**src/rtl/fifo_stream_reader_if.sv**
```systemverilog
// fifo_stream_reader_if
//   Bundles the FIFO read port and the downstream valid/ready stream
//   seen by fifo_stream_reader.
//   master : the reader side (drives rd_en, m_valid, m_data)
//   slave  : the FIFO + consumer side (drives empty, data_out, underflow, m_ready)
//   Signals:
//     rd_en     FIFO read strobe
//     empty     FIFO empty flag
//     data_out  FIFO read data, valid the cycle after rd_en
//     underflow FIFO underflow flag, valid the cycle after rd_en
//     m_valid   stream word available
//     m_ready   consumer accepts the word
//     m_data    stream word
interface fifo_stream_reader_if #(
    parameter int unsigned FIFO_WIDTH = 16
);
    logic                  rd_en;
    logic                  empty;
    logic [FIFO_WIDTH-1:0] data_out;
    logic                  underflow;
    logic                  m_valid;
    logic                  m_ready;
    logic [FIFO_WIDTH-1:0] m_data;

    modport master (
        output rd_en,
        input  empty,
        input  data_out,
        input  underflow,
        output m_valid,
        input  m_ready,
        output m_data
    );

    modport slave (
        input  rd_en,
        output empty,
        output data_out,
        output underflow,
        input  m_valid,
        output m_ready,
        input  m_data
    );
endinterface

```
**src/rtl/fifo_stream_reader.sv**
```systemverilog
// fifo_stream_reader
//   Drains a synchronous FIFO's read port onto a valid/ready stream.
//   A read is issued only when the FIFO is non-empty and a slot in the
//   2-entry skid buffer is guaranteed for the word once it returns, which
//   absorbs the FIFO's one-cycle read latency at one word per cycle.
//   Ports:
//     clk           clock, all state on rising edge
//     rst_n         asynchronous active-low reset
//     rd_enable     allows new FIFO reads (an in-flight read still lands)
//     bus           FIFO read port + stream (master modport)
//     underflow_err sticky: a read returned with underflow set
//     word_count    words delivered on the stream, wraps
module fifo_stream_reader #(
    parameter int unsigned FIFO_WIDTH = 16,
    parameter int unsigned CNT_WIDTH  = 16
) (
    input  logic                 clk,
    input  logic                 rst_n,
    input  logic                 rd_enable,
    fifo_stream_reader_if.master bus,
    output logic                 underflow_err,
    output logic [CNT_WIDTH-1:0] word_count
);

    localparam int unsigned OCC_W    = 2;
    localparam int unsigned COMMIT_W = 3;

    logic [OCC_W-1:0]      occ;
    logic                  inflight;
    logic [FIFO_WIDTH-1:0] buf_mem [2];
    logic                  head;
    logic                  tail;

    logic                  pop_c;
    logic                  capture_c;
    logic [COMMIT_W-1:0]   committed_c;
    logic [OCC_W-1:0]      occ_next_c;

    // Stream side is a direct view of the buffer head
    assign bus.m_valid = (occ != OCC_W'(0));
    assign bus.m_data  = buf_mem[head];

    assign pop_c     = bus.m_valid && bus.m_ready;
    assign capture_c = inflight && !bus.underflow;

    // Slots that will be occupied after this cycle's pop; a new read is
    // safe while at most one is spoken for. Gated by rst_n so the strobe
    // drops immediately when reset is asserted.
    assign committed_c = COMMIT_W'(occ) + COMMIT_W'(inflight) - COMMIT_W'(pop_c);
    assign bus.rd_en   = rst_n && rd_enable && !bus.empty &&
                         (committed_c <= COMMIT_W'(1));

    // Occupancy update: a simultaneous capture and pop leaves occ unchanged
    always_comb begin
        occ_next_c = occ;
        if (capture_c && !pop_c) begin
            occ_next_c = occ + OCC_W'(1);
        end else if (!capture_c && pop_c) begin
            occ_next_c = occ - OCC_W'(1);
        end
    end

    // Buffer, pointers, read tracking and status
    always_ff @(posedge clk or negedge rst_n) begin
        if (!rst_n) begin
            occ           <= '0;
            inflight      <= 1'b0;
            head          <= 1'b0;
            tail          <= 1'b0;
            buf_mem[0]    <= '0;
            buf_mem[1]    <= '0;
            underflow_err <= 1'b0;
            word_count    <= '0;
        end else begin
            inflight <= bus.rd_en;
            occ      <= occ_next_c;
            if (capture_c) begin
                buf_mem[tail] <= bus.data_out;
                tail          <= ~tail;
            end
            if (pop_c) begin
                head       <= ~head;
                word_count <= word_count + CNT_WIDTH'(1);
            end
            // A returned read flagged as underflow carries no data
            if (inflight && bus.underflow) begin
                underflow_err <= 1'b1;
            end
        end
    end

endmodule
```
**src/flat_wrapper.sv**
```systemverilog
// flat-port wrapper written by rule: the top's interface ports become plain ports
module fifo_stream_reader_flat 
#(
    parameter int unsigned FIFO_WIDTH = 16,
    parameter int unsigned CNT_WIDTH  = 16
)
  (clk, rst_n, rd_enable, underflow_err, word_count, bus_rd_en, bus_empty, bus_data_out, bus_underflow, bus_m_valid, bus_m_ready, bus_m_data);
  fifo_stream_reader_if #(.FIFO_WIDTH(FIFO_WIDTH)) bus_i ();
  input  logic clk;
  input  logic rst_n;
  input  logic rd_enable;
  output logic underflow_err;
  output logic [CNT_WIDTH-1:0] word_count;
  output wire logic [$bits(bus_i.rd_en)-1:0] bus_rd_en;
  input wire logic [$bits(bus_i.empty)-1:0] bus_empty;
  input wire logic [$bits(bus_i.data_out)-1:0] bus_data_out;
  input wire logic [$bits(bus_i.underflow)-1:0] bus_underflow;
  output wire logic [$bits(bus_i.m_valid)-1:0] bus_m_valid;
  input wire logic [$bits(bus_i.m_ready)-1:0] bus_m_ready;
  output wire logic [$bits(bus_i.m_data)-1:0] bus_m_data;
  assign bus_rd_en = bus_i.rd_en;
  assign bus_i.empty = bus_empty;
  assign bus_i.data_out = bus_data_out;
  assign bus_i.underflow = bus_underflow;
  assign bus_m_valid = bus_i.m_valid;
  assign bus_i.m_ready = bus_m_ready;
  assign bus_m_data = bus_i.m_data;
  fifo_stream_reader #(.FIFO_WIDTH(FIFO_WIDTH), .CNT_WIDTH(CNT_WIDTH)) u_core (.clk(clk), .rst_n(rst_n), .rd_enable(rd_enable), .bus(bus_i), .underflow_err(underflow_err), .word_count(word_count));
endmodule
```
**config.mk**
```make
export PLATFORM = sky130hd
export DESIGN_NAME = fifo_stream_reader_flat
export DESIGN_NICKNAME = d
export VERILOG_FILES = /design/src/rtl/fifo_stream_reader_if.sv /design/src/rtl/fifo_stream_reader.sv /design/src/flat_wrapper.sv
export SDC_FILE = /design/constraint.sdc
export NUM_CORES = 1
export LEC_CHECK = 0
export CORE_MARGIN = 4
export CORE_UTILIZATION = 28
export DETAILED_ROUTE_END_ITERATION = 16
export PLACE_DENSITY = 0.52
export REMOVE_ABC_BUFFERS = 1
export SLEW_MARGIN = 20
export SYNTH_ARGS = -nofsm -noshare
export SYNTH_HDL_FRONTEND = slang
export SYNTH_SLANG_ARGS = --single-unit
```
**constraint.sdc**
```tcl
create_clock -name clk -period 2.9 [get_ports clk]
set_input_delay 0.58 -clock clk [delete_from_list [all_inputs] [get_ports clk]]
set_output_delay 0.58 -clock clk [all_outputs]
set_load 0.02 [all_outputs]
```
**Yosys cells after proc, flatten, opt, wreduce, memory -nomap -nowiden**

Index checks and enable logic that the tools add are counted.

- Output and inout bits: 35
- Bits in registers: 54
- Logic and storage cells: 44
- Bits of input ports: 22

- Bitwise gates (word level): 4
- Magnitude comparators: 4
- Reduce and logical (&&, ||, !) cells: 15
- Muxes and demuxes: 8
- Add/subtract/negate cells: 5

Operators with widths:

| cell | number |
|---|---|
| $mux W16 | 4 |
| $bwmux W32 | 1 |
| $add A16 B1 Y16 const B | 1 |
| $demux W16 S1 | 1 |
| $logic_and A1 B1 Y1 | 9 |
| $ge A2 B2 Y1 const B | 2 |
| $logic_not A1 Y1 | 4 |
| $mux W2 | 2 |
| $not A1 Y2 | 2 |
| $reduce_bool A2 Y1 | 2 |
| $add A2 B1 Y3 | 1 |
| $le A3 B1 Y1 const B | 1 |
| $sub A3 B1 Y3 | 1 |
| $add A2 B1 Y2 const B | 1 |
| $lt A2 B1 Y1 const B | 1 |
| $not A1 Y1 | 2 |
| $sub A2 B1 Y2 const B | 1 |

**Longest topological paths before layout**

Gate-level depths: netlist of the first run.

- Depth in word-level cells: 6
- Mapped depth: 10
- Depth with buffers taken out: 10

**Worst setup path after synthesis of the first run**

OpenSTA, ideal clock, no wires.

- Kind: register to output
- Start: register u_core.occ[1]
- End: output bus_rd_en
- Data arrival time: 2.474 ns
- Slack: -0.154 ns
- Required time: 2.320 ns
- Path buffers: 0
- Stages on the path, launching flop included: 11
- Path through: dfrtp_1 > or2_2 > nand2_1 > inv_1 > ha_1 > inv_1 > ha_1 > inv_1 > fa_1 > nand4b_1 > nor2_1

- Longest elaborated chain between the ends: 5
- Elaborated cells between the ends (all ways): 6
- Classes of those cells: add/sub (2); order compare (1); reduce/logical (3)

Ends and longest elaborated chain:

| what | RTL line | source |
|---|---|---|
| from (decl) | fifo_stream_reader.sv:28 | `logic [OCC_W-1:0] occ;` |
| from (signal assigned) | fifo_stream_reader.sv:76 | `occ <= occ_next_c;` |
| $reduce_bool A2 Y1 | fifo_stream_reader.sv:40 | `assign bus.m_valid = (occ != OCC_W'(0));` |
| named net bus_m_valid | flat_wrapper.sv:18 | `output wire logic [$bits(bus_i.m_valid)-1:0] bus_m_valid;` |
| $logic_and A1 B1 Y1 | fifo_stream_reader.sv:43 | `assign pop_c = bus.m_valid && bus.m_ready;` |
| named net u_core.pop_c | fifo_stream_reader.sv:34 | `logic pop_c;` |
| $sub A3 B1 Y3 | fifo_stream_reader.sv:49 | `assign committed_c = COMMIT_W'(occ) + COMMIT_W'(inflight) - COMMIT_W'(pop_c);` |
| $le A3 B1 Y1 | fifo_stream_reader.sv:51 | `(committed_c <= COMMIT_W'(1));` |
| $logic_and A1 B1 Y1 | fifo_stream_reader.sv:50 | `assign bus.rd_en = rst_n && rd_enable && !bus.empty &&` |
| to (decl) | flat_wrapper.sv:14 | `output wire logic [$bits(bus_i.rd_en)-1:0] bus_rd_en;` |

The timed path passes the listed nets, and every way through them passes these cells.

**Worst setup path in the final report of the first run**

- Start: register u_core.occ[1]
- End: output bus_rd_en

- Longest elaborated chain between the ends: 5
- Elaborated cells between the ends (all ways): 6
- Classes of those cells: add/sub (2); order compare (1); reduce/logical (3)

Ends and longest elaborated chain:

| what | RTL line |
|---|---|
| $reduce_bool A2 Y1 | fifo_stream_reader.sv:40 |
| $logic_and A1 B1 Y1 | fifo_stream_reader.sv:43 |
| named net u_core.pop_c | fifo_stream_reader.sv:34 |
| $sub A3 B1 Y3 | fifo_stream_reader.sv:49 |
| $le A3 B1 Y1 | fifo_stream_reader.sv:51 |
| $logic_and A1 B1 Y1 | fifo_stream_reader.sv:50 |

The timed path passes the listed nets, and every way through them passes these cells.

==> out/metrics.csv, run 1 <==
stage,metric,value,unit
clocking,clock_latency,300,ps
cells_and_area,final.fill_count,804,
floorplan,initial_core_util,0.290,
hold_path,hold_path_class,in2async,
critical_path,cpMaxStageDelayCell,fa_1,
detailed_routing,drtPass1Iterations,4,
power_and_ir_drop,ir_drop,570,uV
logic_synthesis,syn_inst,177,
critical_path,crit_path_end_kind,output pin,
floorplan,core,0.00830,sq mm
detailed_routing,drt-total-wl,5.09,mm
timing,slew_viol_final,0,
timing,period_share,0.997,
timing,rsz0062_at_grt,true,
clocking,cts_tree,yes,
detailed_routing,wl_per_cell,13.9,um
logic_synthesis,synth_top_family_by_area,multiplexers,
logic_synthesis,yosysTopAreaCell,dfrtp_1,
timing,hold_viol,0,
clocking,cts_buffer_depth,2,
timing,worst_pin_slew,682,ps
place,dp_hpwl,3.37,mm
logic_synthesis,synth_warnings,0,
cells_and_area,num-nets-final,287,
timing,setup_viol,0,
clocking,clkTransAtPathRegs,90,ps
power_and_ir_drop,p_per_area,891,mW/mm^2
critical_path,reg2reg_slack,20,ps
detailed_routing,via_per_inst,4.45,
timing,period_needed,2890,ps
cells_and_area,mostFrequentLayoutCell,dfrtp_1,
global_routing,first_global_vias,1692,
timing,slew_headroom,0.545,
floorplan,die_area,0.0101,sq mm
cells_and_area,antenna_cells,0,
critical_path,crit_fanout,2,
logic_synthesis,synth_seq_area_share,0.561,
place,place_area,0.00315,sq mm
detailed_routing,ant_nets,0,
global_routing,overflow,0,
clocking,clock_sinks,54,
critical_path,worstReg2RegStart,u_core.occ[1]$_DFFE_PN0P_,
timing,setup_tns,0,ps
timing,skew,6.32,ps
cells_and_area,syn_to_final_growth,41.0,%
global_routing,grt_max_degree,55,
logic_synthesis,muxShareOfSynthArea,0.224,
floorplan,die_y,101,um
logic_synthesis,netlist_area,0.00241,sq mm
critical_path,worst_ep_required_time,2320,ps
power_and_ir_drop,power.total,3.03,mW
logic_synthesis,synthAdderAreaFrac,0.0291,
detailed_routing,detail_route.iter0.violations,21,
floorplan,rows,33,
logic_synthesis,synthSimpleGateAreaFrac,0.0784,
logic_synthesis,synth_compound_area_frac,0.0125,
job,cap_viol_max_count,0,
global_routing,gr-usage-all-layers,0.108,
floorplan,io_pins,57,
logic_synthesis,ys_async_sr_fraction,1.00,
timing,max_freq,0.346,GHz
cells_and_area,final_cell_mix,"54 x dfrtp_1, 53 x clkdlybuf4s50_1, 48 x mux2_2",
global_routing,grt_pass1_wl,8.66,mm
clocking,cts_hold_buf,0,
floorplan,dieWidth,101,um
status,status,completed,
clocking,h-tree-depth,2,
clocking,cts_root_buf,clkbuf_8,
clocking,cts_buffers,5,
place,place_congestion,0.675,
detailed_routing,num_vias,1628,
logic_synthesis,synth.distinct_cells,25,
critical_path,r2r_cells,20,
cells_and_area,final_cell_area,0.00340,sq mm
critical_path,slowest_delay,470,ps
logic_synthesis,synth_xor_area_frac,0.0764,
global_routing,antenna_found_initial,0,
logic_synthesis,synth_area_leaders,"dfrtp_1 56%, mux2_2 22%, xor2_1 4.4%",
critical_path,rr_endpoint,u_core.occ[1]$_DFFE_PN0P_,
critical_path,critPathLaunchType,flip-flop,
critical_path,path_cells,or2_4 -> nand2_4 -> inv_4 -> ha_4 -> inv_2 -> ha_4 -> inv_2 -> fa_1 -> nand4b_1 -> nor2_1 -> buf_4,
logic_synthesis,netlist.area_leader.share,0.561,
critical_path,path_class,reg2out,
place,port_buffers,56,
power_and_ir_drop,p_leak,1.55,nW
detailed_routing,drc,0,
logic_synthesis,synth_edf_count,0,
critical_path,cp_data_arrival_time,2310,ps
logic_synthesis,ys_ff_latch,54,
logic_synthesis,synthFlopType,dfrtp_1,
logic_synthesis,postSynthAreaPerCell,13.6,sq um
cells_and_area,drive_above_1_share,0.375,
## power breakdown
part	total [mW]	internal, mW	leakage [nW]	switching, mW
clock network	0.426	0.193	0.0482	0.233
logic	1.45	0.816	0.800	0.635
registers	1.15	0.995	0.702	0.156
## state kept, by name, summed over array words and instances (netlist names)
register	count
u_core.buf_mem	32
u_core.head	1
u_core.word_count	16
u_core.occ	2
u_core.inflight	1
u_core.tail	1
u_core.underflow_err	1
## cell families (layout without fill, tap and decap cells)
kind of cell | Yosys count | count (layout)
muxes | 48 | 48
buffers and inverters | 10 | 94
and+or+nand+nor | 36 | 36
AOI/OAI and AO/OA | 3 | 3
adders and majority gates | 5 | 5
xor gates and xnor gates | 21 | 21
DFF | 54 | 54
## cell usage after synthesis, types with 2 or more instances
library cell / number
dfrtp_1: 54
mux2_2: 48
xor2_1: 12
nand2_1: 10
xnor2_1: 9
nor2_1: 7
inv_1: 5
nand4_1: 5
ha_1: 4
nand3_1: 3
buf_2: 2
nor2_2: 2
nor2b_1: 2
nor3_1: 2
or4_4: 2
## final cells by class
class                   count  area [sq um]  area share
clock buffers               7          86.3      0.0254
clock inverters             1          5.00     0.00147
inverters                   5          21.3     0.00626
multi-input cells         113          1070       0.314
flip-flops and latches     54          1350       0.398
well taps                 105           131      0.0387
repair buffers             81           736       0.217
## critical path: cells and delay by family, from the launching register on
kind / cells / cell delay (ps)
AND/OR/NAND/NOR: 4 / 540
flip-flops: 1 / 390
buffers and inverters: 4 / 290
adder cells (fa/ha/maj): 3 / 790
## per-layer routing
layer  up-vias  GRT usage  part of all wire
li1        778          -                 -
met1       806      0.148              0.47
met2        42      0.164              0.46
met3         2     0.0353             0.065
met4         0     0.0280            0.0049
met5         -          0                 0
## worst max path at each step
| stage | startpoint | end | depth (start not counted) |
|---|---|---|---|
| final | u_core.occ[1]$_DFFE_PN0P_ | bus_rd_en | 11 |
| after global routing | u_core.occ[1]$_DFFE_PN0P_ | bus_rd_en | 11 |
| after CTS | u_core.occ[0]$_DFFE_PN0P_ | bus_rd_en | 11 |
| after detailed placement | bus_m_ready | bus_rd_en | 11 |
| after global placement | bus_m_ready | bus_rd_en | 11 |
| after floorplan | u_core.occ[1]$_DFFE_PN0P_ | bus_rd_en | 10 |
## through the flow
| stage | util | hold slack [ps] | worst slack, ps | instances |
|---|---|---|---|---|
| floorplan | - | 284 | -154 | 172 |
| global placement | 0.379 | 444 | -651 | 343 |
| detailed placement | 0.379 | 452 | -674 | 343 |
| CTS | 0.406 | 474 | -36.0 | 365 |
| global route | 0.409 | 506 | -123 | 366 |
| finish | 0.409 | 464 | 10.1 | 366 |
## timing repair
action	in CTS	in global routing
setup endpoints to repair	1	2
pin swaps	6	5
gates resized for setup	14	6
setup buffers	14	1
(Power assumes the default switching activity.)
==> run 2: changes to the inputs <==
--- a/constraint.sdc
+++ b/constraint.sdc
@@ -3,2 +3,2 @@
 set_output_delay 0.58 -clock clk [all_outputs]
-set_load 0.02 [all_outputs]
+set_load 0.005 [all_outputs]
==> run 2 against run 1 <==
Sequential share of layout area is 0.088 points lower. Worst setup slack better by 28 ps. Power shrank 4.8%. Critical path depth stayed put. Highest routed layer unchanged. Critical endpoint unchanged. Cell area increased by 0.22%.
==> out/metrics.csv, run 2 (synthesis gave the netlist of run 1 again) <==
stage,metric,value,unit,change
timing,slew_viol_final,0,,unchanged
clocking,cts_hold_buf,0,,unchanged
global_routing,gr-usage-all-layers,0.107,,-0.000504
clocking,clkTransAtPathRegs,100,ps,about the same
timing,skew,9.69,ps,+3.37 ps
clocking,clock_latency,300,ps,about the same
critical_path,path_class,reg2out,,
floorplan,core,0.00830,sq mm,unchanged
job,cap_viol_max_count,0,,unchanged
power_and_ir_drop,ir_drop,399,uV,-30%
cells_and_area,final_cell_mix,"54 x dfrtp_1, 53 x clkdlybuf4s50_1, 48 x mux2_2",,
timing,whs,459,ps,-4.77 ps
detailed_routing,via_per_inst,4.36,,-1.9%
cells_and_area,top_regs,"u_core.buf_mem x32, u_core.word_count x16, u_core.occ x2",,
timing,worst_pin_slew,680,ps,-2.46 ps
hold_path,hold_path_class,in2async,,
floorplan,rows,33,,unchanged
clocking,cts_buffer_depth,2,,unchanged
timing,setup_viol,0,,unchanged
timing,max_freq,0.349,GHz,+0.97%
place,place_area,0.00315,sq mm,unchanged
detailed_routing,wl_per_cell,14.1,um,+1.2%
timing,setup_tns,0,ps,unchanged
cells_and_area,largest_reg_flops,32,,unchanged
timing,worst_slack,37.9,ps,+27.8 ps
global_routing,grt_max_degree,55,,unchanged
critical_path,critPathLaunchType,flip-flop,,
cells_and_area,mostFrequentLayoutCell,dfrtp_1,,
cells_and_area,regMostFlops,u_core.buf_mem,,
detailed_routing,drc,0,,unchanged
cells_and_area,fin_util,0.410,,+0.000905
timing,slew_headroom,0.547,,+0.00164
critical_path,crit_path_end_kind,output pin,,
critical_path,crit_fanout,2,,unchanged
floorplan,die_area,0.0101,sq mm,unchanged
cells_and_area,syn_to_final_growth,41.4,%,
timing,rsz0062_at_grt,true,,
place,dp_slack,-564,ps,+110 ps
critical_path,worst_ep_required_time,2320,ps,about the same
global_routing,grt_pass1_wl,8.64,mm,-0.24%
place,port_buffers,56,,unchanged
clocking,h-tree-depth,2,,unchanged
timing,period_needed,2860,ps,-27.8 ps
detailed_routing,num_vias,1584,,-2.7%
floorplan,io_pins,57,,unchanged
detailed_routing,detail_route.iter0.violations,26,,+24%
floorplan,dieWidth,101,um,unchanged
critical_path,cp_data_arrival_time,2280,ps,-30 ps
place,place_congestion,0.662,,-1.9%
clocking,cts_buffers,5,,unchanged
cells_and_area,antenna_cells,0,,unchanged
power_and_ir_drop,p_per_area,847,mW/mm^2,-5.0%
cells_and_area,final.fill_count,795,,-1.1%
cells_and_area,drive_above_1_share,0.364,,-0.0111
timing,period_share,0.987,,-0.00960
cells_and_area,num-nets-final,285,,-0.70%
detailed_routing,drtPass1Iterations,3,,-1
global_routing,antenna_found_initial,0,,unchanged
clocking,cts_root_buf,clkbuf_8,,
place,dp_hpwl,3.35,mm,-0.66%
clocking,cts_tree,yes,,
floorplan,initial_core_util,0.290,,unchanged
cells_and_area,final_cell_area,0.00340,sq mm,+0.22%
floorplan,die_y,101,um,unchanged
global_routing,first_global_vias,1728,,+2.1%
status,status,completed,,
global_routing,overflow,0,,unchanged
detailed_routing,ant_nets,0,,unchanged
timing,hold_viol,0,,unchanged
detailed_routing,drt-total-wl,5.11,mm,+0.39%
clocking,clock_sinks,54,,unchanged
power_and_ir_drop,p_leak,1.55,nW,about the same
[run 2: routing by layer]
metal  global-route usage  vias to the layer above  share of wire
met3               0.0318                        2          0.061
met2                0.161                       39           0.44
met5                    0                        -              0
met1                0.153                      767           0.49
met4               0.0249                        0         0.0049
li1                     -                      776              -
[run 2: metrics by stage]
stage               power [mW]  std cells
CTS                       2.89        364
detailed placement        2.27        343
floorplan                 1.68        172
finish                    2.88        363
global placement          2.26        343
global route              3.10        363
[run 2: report_power, final]
group	switching (mW)	internal [mW]
registers	0.156	0.994
logic	0.427	0.805
clock network	0.248	0.255
total	0.831	2.05
[run 2: what timing repair did]
action                                  in CTS  in global routing
buffers inserted                            14                  0
pin swaps                                    6                  5
endpoints found under the setup margin       1                  3
gates resized for setup                     13                  7
[run 2: area by class of cell]
type	count	area, sq um	area share
clock buffers	5	68.8	0.0202
clock inverters	2	38.8	0.0114
inverters	5	23.8	0.00698
multi-input cells	113	1060	0.312
flip-flops and latches	54	1350	0.397
well taps	105	131	0.0386
repair buffers	79	727	0.214
[run 2: worst max-delay path, cell delays in order (launching register included)]
cell and delay [ps]:
dfrtp_1 390, or2_4 260, nand2_4 70, inv_4 40
ha_4 210, inv_4 50, ha_4 110, inv_2 30
fa_1 470, nand4b_1 90, nor2_1 130, buf_2 130
[run 2: final timing paths]
check                           slack (ps)                        startpoint  cells after the start                                to
worst min-delay path                   460                             rst_n                      2    u_core.buf_mem[18]$_DFFE_PN0P_
min in group clk                       460  u_core.underflow_err$_DFFE_PN0P_                      1  u_core.underflow_err$_DFFE_PN0P_
max in group asynchronous             1970                             rst_n                      2  u_core.word_count[3]$_DFFE_PN0P_
worst min register to register         460  u_core.underflow_err$_DFFE_PN0P_                      1  u_core.underflow_err$_DFFE_PN0P_
worst max-delay path                    40         u_core.occ[1]$_DFFE_PN0P_                     11                         bus_rd_en
worst max register to register         110         u_core.occ[1]$_DFFE_PN0P_                     19         u_core.occ[1]$_DFFE_PN0P_
==> run 3: changes to the inputs <==
- CAP_MARGIN: not set -> 20
==> results of run 3 <==
Same layout as run 2: the final DEF is identical, and so are final timing and power.
